<file path="src/rtl/bitserial_lane_feeder.sv">
// Bit-serial operand feeder: double-banked weights, a one-deep vector buffer and
// MSB-first serialisation of each activation vector into gated weight beats.
module bitserial_lane_feeder #(
  parameter int LANES      = 32,
  parameter int WW         = 4,
  parameter int AW         = 4,
  parameter int GAP_CYCLES = 1
) (
  input  logic                     clk,
  input  logic                     rst,
  input  logic                     w_load,
  input  logic [$clog2(LANES)-1:0] w_addr,
  input  logic [WW-1:0]            w_data,
  input  logic                     in_valid,
  output logic                     in_ready,
  input  logic [LANES*AW-1:0]      act_in,
  output logic                     out_valid,
  output logic                     out_first,
  output logic                     out_last,
  output logic [$clog2(AW)-1:0]    bit_idx,
  output logic [LANES*WW-1:0]      lane_out
);
  localparam int BW = $clog2(AW);
  localparam int GW = (GAP_CYCLES > 1) ? $clog2(GAP_CYCLES) : 1;
  localparam logic [GW-1:0] GAP_LAST = GW'((GAP_CYCLES > 0) ? GAP_CYCLES - 1 : 0);
  localparam logic [BW-1:0] BIT_MSB  = BW'(AW - 1);

  typedef enum logic [1:0] {S_IDLE, S_SHIFT, S_GAP} state_t;
  typedef logic [LANES-1:0][WW-1:0] bank_t;
  typedef logic [LANES-1:0][AW-1:0] vec_t;

  state_t        r_state, w_state_next;
  bank_t         r_w_shadow, r_w_active;
  vec_t          r_act, r_pend_act;
  logic          r_pend_valid;
  logic [BW-1:0] r_bit, w_bit_next;
  logic [GW-1:0] r_gap_cnt, w_gap_cnt_next;
  logic          r_out_valid, r_out_first, r_out_last;
  logic [BW-1:0] r_bit_idx;
  bank_t         r_lane_out;

  vec_t          w_act_in, w_start_act, w_beat_act;
  bank_t         w_beat_w, w_lane_next;
  logic          w_accept, w_free, w_start;
  logic          w_beat_valid, w_beat_first, w_beat_last;
  logic [BW-1:0] w_beat_bit;

  assign w_act_in    = act_in;
  assign in_ready    = !r_pend_valid;
  assign w_accept    = in_valid && in_ready;
  assign w_start_act = r_pend_valid ? r_pend_act : w_act_in;
  assign w_start     = w_free && (r_pend_valid || w_accept);

  // The engine may take a new vector on the cycle that ends its current duty.
  always_comb begin
    w_free = 1'b0;
    case (r_state)
      S_IDLE:  w_free = 1'b1;
      S_GAP:   w_free = (r_gap_cnt == GAP_LAST);
      S_SHIFT: w_free = (GAP_CYCLES == 0) && (r_bit == '0);
      default: w_free = 1'b0;
    endcase
  end

  // NOTE: every signal written here gets a default first so no path infers a latch.
  always_comb begin
    w_state_next   = r_state;
    w_bit_next     = r_bit;
    w_gap_cnt_next = r_gap_cnt;
    if (w_start) begin
      w_state_next = S_SHIFT;
      w_bit_next   = BIT_MSB;
    end else begin
      case (r_state)
        S_SHIFT: begin
          if (r_bit != '0) begin
            w_bit_next = r_bit - BW'(1);
          end else if (GAP_CYCLES > 0) begin
            w_state_next   = S_GAP;
            w_gap_cnt_next = '0;
          end else begin
            w_state_next = S_IDLE;
          end
        end
        S_GAP: begin
          if (r_gap_cnt == GAP_LAST) w_state_next = S_IDLE;
          else                       w_gap_cnt_next = r_gap_cnt + GW'(1);
        end
        default: w_state_next = S_IDLE;
      endcase
    end
  end

  // A starting vector gates the shadow bank directly: that is the copy the active bank takes.
  always_comb begin
    w_beat_valid = 1'b0;
    w_beat_first = 1'b0;
    w_beat_bit   = '0;
    w_beat_act   = r_act;
    w_beat_w     = r_w_active;
    w_lane_next  = '0;
    if (w_start) begin
      w_beat_valid = 1'b1;
      w_beat_first = 1'b1;
      w_beat_bit   = BIT_MSB;
      w_beat_act   = w_start_act;
      w_beat_w     = r_w_shadow;
    end else if (r_state == S_SHIFT && r_bit != '0) begin
      w_beat_valid = 1'b1;
      w_beat_bit   = r_bit - BW'(1);
    end
    w_beat_last = w_beat_valid && (w_beat_bit == '0);
    for (int k = 0; k < LANES; k++)
      w_lane_next[k] = (w_beat_valid && w_beat_act[k][w_beat_bit]) ? w_beat_w[k] : '0;
  end

  // NOTE: the weight banks are flop arrays rather than RAM, so reset can and does clear them.
  always_ff @(posedge clk or posedge rst) begin
    if (rst) begin
      r_state      <= S_IDLE;
      r_bit        <= '0;
      r_gap_cnt    <= '0;
      r_w_shadow   <= '0;
      r_w_active   <= '0;
      r_act        <= '0;
      r_pend_act   <= '0;
      r_pend_valid <= 1'b0;
      r_out_valid  <= 1'b0;
      r_out_first  <= 1'b0;
      r_out_last   <= 1'b0;
      r_bit_idx    <= '0;
      r_lane_out   <= '0;
    end else begin
      r_state   <= w_state_next;
      r_bit     <= w_bit_next;
      r_gap_cnt <= w_gap_cnt_next;
      if (w_load) r_w_shadow[w_addr] <= w_data;
      if (w_start) begin
        r_w_active <= r_w_shadow;
        r_act      <= w_start_act;
      end
      if (w_start && r_pend_valid) begin
        r_pend_valid <= 1'b0;
      end else if (w_accept && !w_free) begin
        r_pend_valid <= 1'b1;
        r_pend_act   <= w_act_in;
      end
      r_out_valid <= w_beat_valid;
      r_out_first <= w_beat_first;
      r_out_last  <= w_beat_last;
      r_bit_idx   <= w_beat_bit;
      r_lane_out  <= w_lane_next;
    end
  end

  assign out_valid = r_out_valid;
  assign out_first = r_out_first;
  assign out_last  = r_out_last;
  assign bit_idx   = r_bit_idx;
  assign lane_out  = r_lane_out;
endmodule

</file>
<file path="config.mk">
export PLATFORM = sky130hd
export DESIGN_NAME = bitserial_lane_feeder
export DESIGN_NICKNAME = d
export VERILOG_FILES = /design/src/rtl/bitserial_lane_feeder.sv
export SDC_FILE = /design/constraint.sdc
export NUM_CORES = 1
export LEC_CHECK = 0
export CORE_MARGIN = 2
export CORE_UTILIZATION = 30
export CTS_BUF_LIST = sky130_fd_sc_hd__clkbuf_4 sky130_fd_sc_hd__clkbuf_8
export CTS_CLUSTER_DIAMETER = 80
export DETAILED_ROUTE_END_ITERATION = 16
export REMOVE_ABC_BUFFERS = 1
export SLEW_MARGIN = 20
export SYNTH_ARGS = -nofsm -noshare
export SYNTH_HDL_FRONTEND = slang
export SYNTH_SLANG_ARGS = --single-unit
</file>
<file path="constraint.sdc">
create_clock -name clk -period 70.4 [get_ports clk]
set_clock_uncertainty 0.15 [all_clocks]
set_input_delay 21.12 -clock clk [delete_from_list [all_inputs] [get_ports clk]]
set_output_delay 21.12 -clock clk [all_outputs]
set_load 0.03 [all_outputs]
</file>
==> out/results.tsv <==
metric	value	unit
wl_per_cell	20.6	um
initial_core_util	30.2	%
cts_resized	0	
path_class	primary input to async pin	
final_cell_mix	dfrtp_1 (648), mux2_2 (384), clkdlybuf4s50_1 (269)	
grt_overflow	0	
cts-htree-levels	3	
dr.pass1.iters	5	
ys.flop_type	dfrtp_1	
final_common_cell	dfrtp_1	
synth-async-reset-ratio	100	%
globalRouteMet3Util	2.98	%
hpwl	43.5	mm
dieArea	89800	sq um
ant_nets	0	
setup-tns-final	0	ns
critical_path.max_fanout	119	
synth-edff-count	0	
p_total	1.60	mW
tritoncts	built	
drtIter0Drc	1005	
relSlewSlack	25.0	%
rsz0062_at_grt	false	
finalWirelength	71.5	mm
crit_required	70.98	ns
post_drt_via_cell_ratio	4.86	
path_common_cell	buf_4	
holdPathStages	2	
nNetsFinal	2360	
syn_avg_cell_area	13.5	sq um
rows	108	
numCtsBuffers	108	
drc	0	
grt.met1_usage	20.8	%
worst_skew_pair.late_latency	0.70	ns
syn_area	26200	sq um
cts_root_buf	clkbuf_8	
path_clk_slew	0.06	ns
pre_cts_slack	44.96	ns
drv_cap	0	
grt_pass1_vias	18200	
die_width	300	um
grt_most_used_layer	met2	
area_growth	24.2	%
max_freq	41.3	MHz
cts_buffer_depth	3	
grt_pass1_wl	109	mm
fin_crit	24.21	ns
routabilityCongestion	0.730	
instances_no_fill	3464	
p_leak	14.1	nW
post-place-cells	3262	
hp-class	flip-flop to flip-flop	
grt_max_degree	145	
arrival	24.79	ns
synth_cells	1941	
period_share	34.4	%
ys_types	38	
power.density	49.2	nW/um^2
drive_above_1_share	33.9	%
setup_viol	0	
fillerInstances	8266	
tightest_slew	1.12	ns
max_stage_delay	0.89	ns
cts_setup_buffers	0	
slowest_stage	buf_4	
core_area	86800	sq um
ios	275	
grt_usage	15.8	%
die_h	300	um
end_kind	async pin	
path_cells	clkdlybuf4s50_1 > inv_8 > buf_4 > buf_4 > buf_6	
drv_slew	0	
hold_violations	0	
synth_seq_area_share	62.0	%
r2r_cells	8	
use_met2	25.9	%
ys_ff_latch	650	
yosys_warnings	0	
peakVddDrop	0.0434	mV
port_buffers	274	
grt_antenna_before_repair	11	
vias	16800	
ctsHoldBuffers	0	
fin_ws	46.19	ns
clock-sinks	650	
outcome	completed	
start_kind	primary input	
-- through the flow --
stage / instance area [sq um] / util, % / hold WS [ns]
after floorplan: 25700 / - / 0.292
after global placement: 30100 / 34.7 / 0.303
after detailed placement: 30100 / 34.7 / 0.314
after CTS: 32500 / 37.5 / 0.328
after global routing: 32600 / 37.5 / 0.346
final: 32600 / 37.6 / 0.323
-- report_power, final --
group	leakage [nW]	switching (mW)	internal, mW
clock network	1.27	0.154	0.210
registers	8.15	0.0716	0.535
logic	4.71	0.367	0.264
total	14.1	0.593	1.01
-- cell usage after synthesis (all sizes together), types with 3 or more instances --
cell,count,area (sq um)
o221a,66,743
mux2,384,4320
buf,60,292
and3,30,188
nand3,3,15.0
nor3b,5,37.5
a21oi,128,641
clkbuf,74,278
a21boi,29,218
nand2,211,792
or4b,67,671
inv,7,26.3
o21ai,91,455
mux2i,62,621
dfrtp,650,16300
a22oi,35,398
nor3,3,15.0
nand3b,4,30.0
nor2,18,67.6
-- registers in the layout, indices dropped and copies added, names as in the netlist --
name and cells:
bit_idx 2, lane_out 128, out_first 1, out_last 1, out_valid 1, r_act 128, r_bit 2, r_pend_act 128
r_pend_valid 1, r_state 2, r_w_active 128, r_w_shadow 128
-- critical path: cells and delay by family --
family | cells | cell delay, ns
buffers and inverters | 5 | 3.43
-- area by class of cell --
type / instances / area [sq um] / area share [%]
sequential: 650 / 16300 / 50.0
multi-input combinational: 1150 / 9410 / 28.9
timing repair buffer: 301 / 2970 / 9.12
clock buffer: 170 / 2160 / 6.64
tap: 1155 / 1450 / 4.44
clock inverter: 23 / 262 / 0.803
inverter: 7 / 36.3 / 0.111
antenna: 8 / 20.0 / 0.0614
-- layer usage --
metal | share of wire [%] | vias up
met2 | 48 | 424
met4 | 2.8 | 6
met1 | 44 | 8687
met5 | 0.057 | -
li1 | - | 7575
met3 | 4.6 | 135
-- cell families (layout without fill, tap and decap cells) --
kind of cell	count (synthesis)	count (layout)	synth area share, %
buf+inv	141	501	2.27
flops	650	650	62.0
simple gates	349	349	7.22
fa+ha+maj	1	1	0.0477
other cells	0	8	0
xor+xnor	1	1	0.0334
mux	446	446	18.9
compound gates	353	353	9.54
-- path summary, 6_finish.rpt --
path	start	endpoint	slack [ns]
hold / removal	r_act[40]	r_act[40]	0.32
min in group asynchronous	rst	r_pend_act[38]	20.83
setup reg to reg	r_state[0]	lane_out[10]	65.85
setup / recovery	rst	r_act[102]	46.19
hold reg to reg	r_act[40]	r_act[40]	0.32
max in group clk	in_valid	lane_out[10]	46.44
No activity file was read; power rests on OpenSTA's default activity.
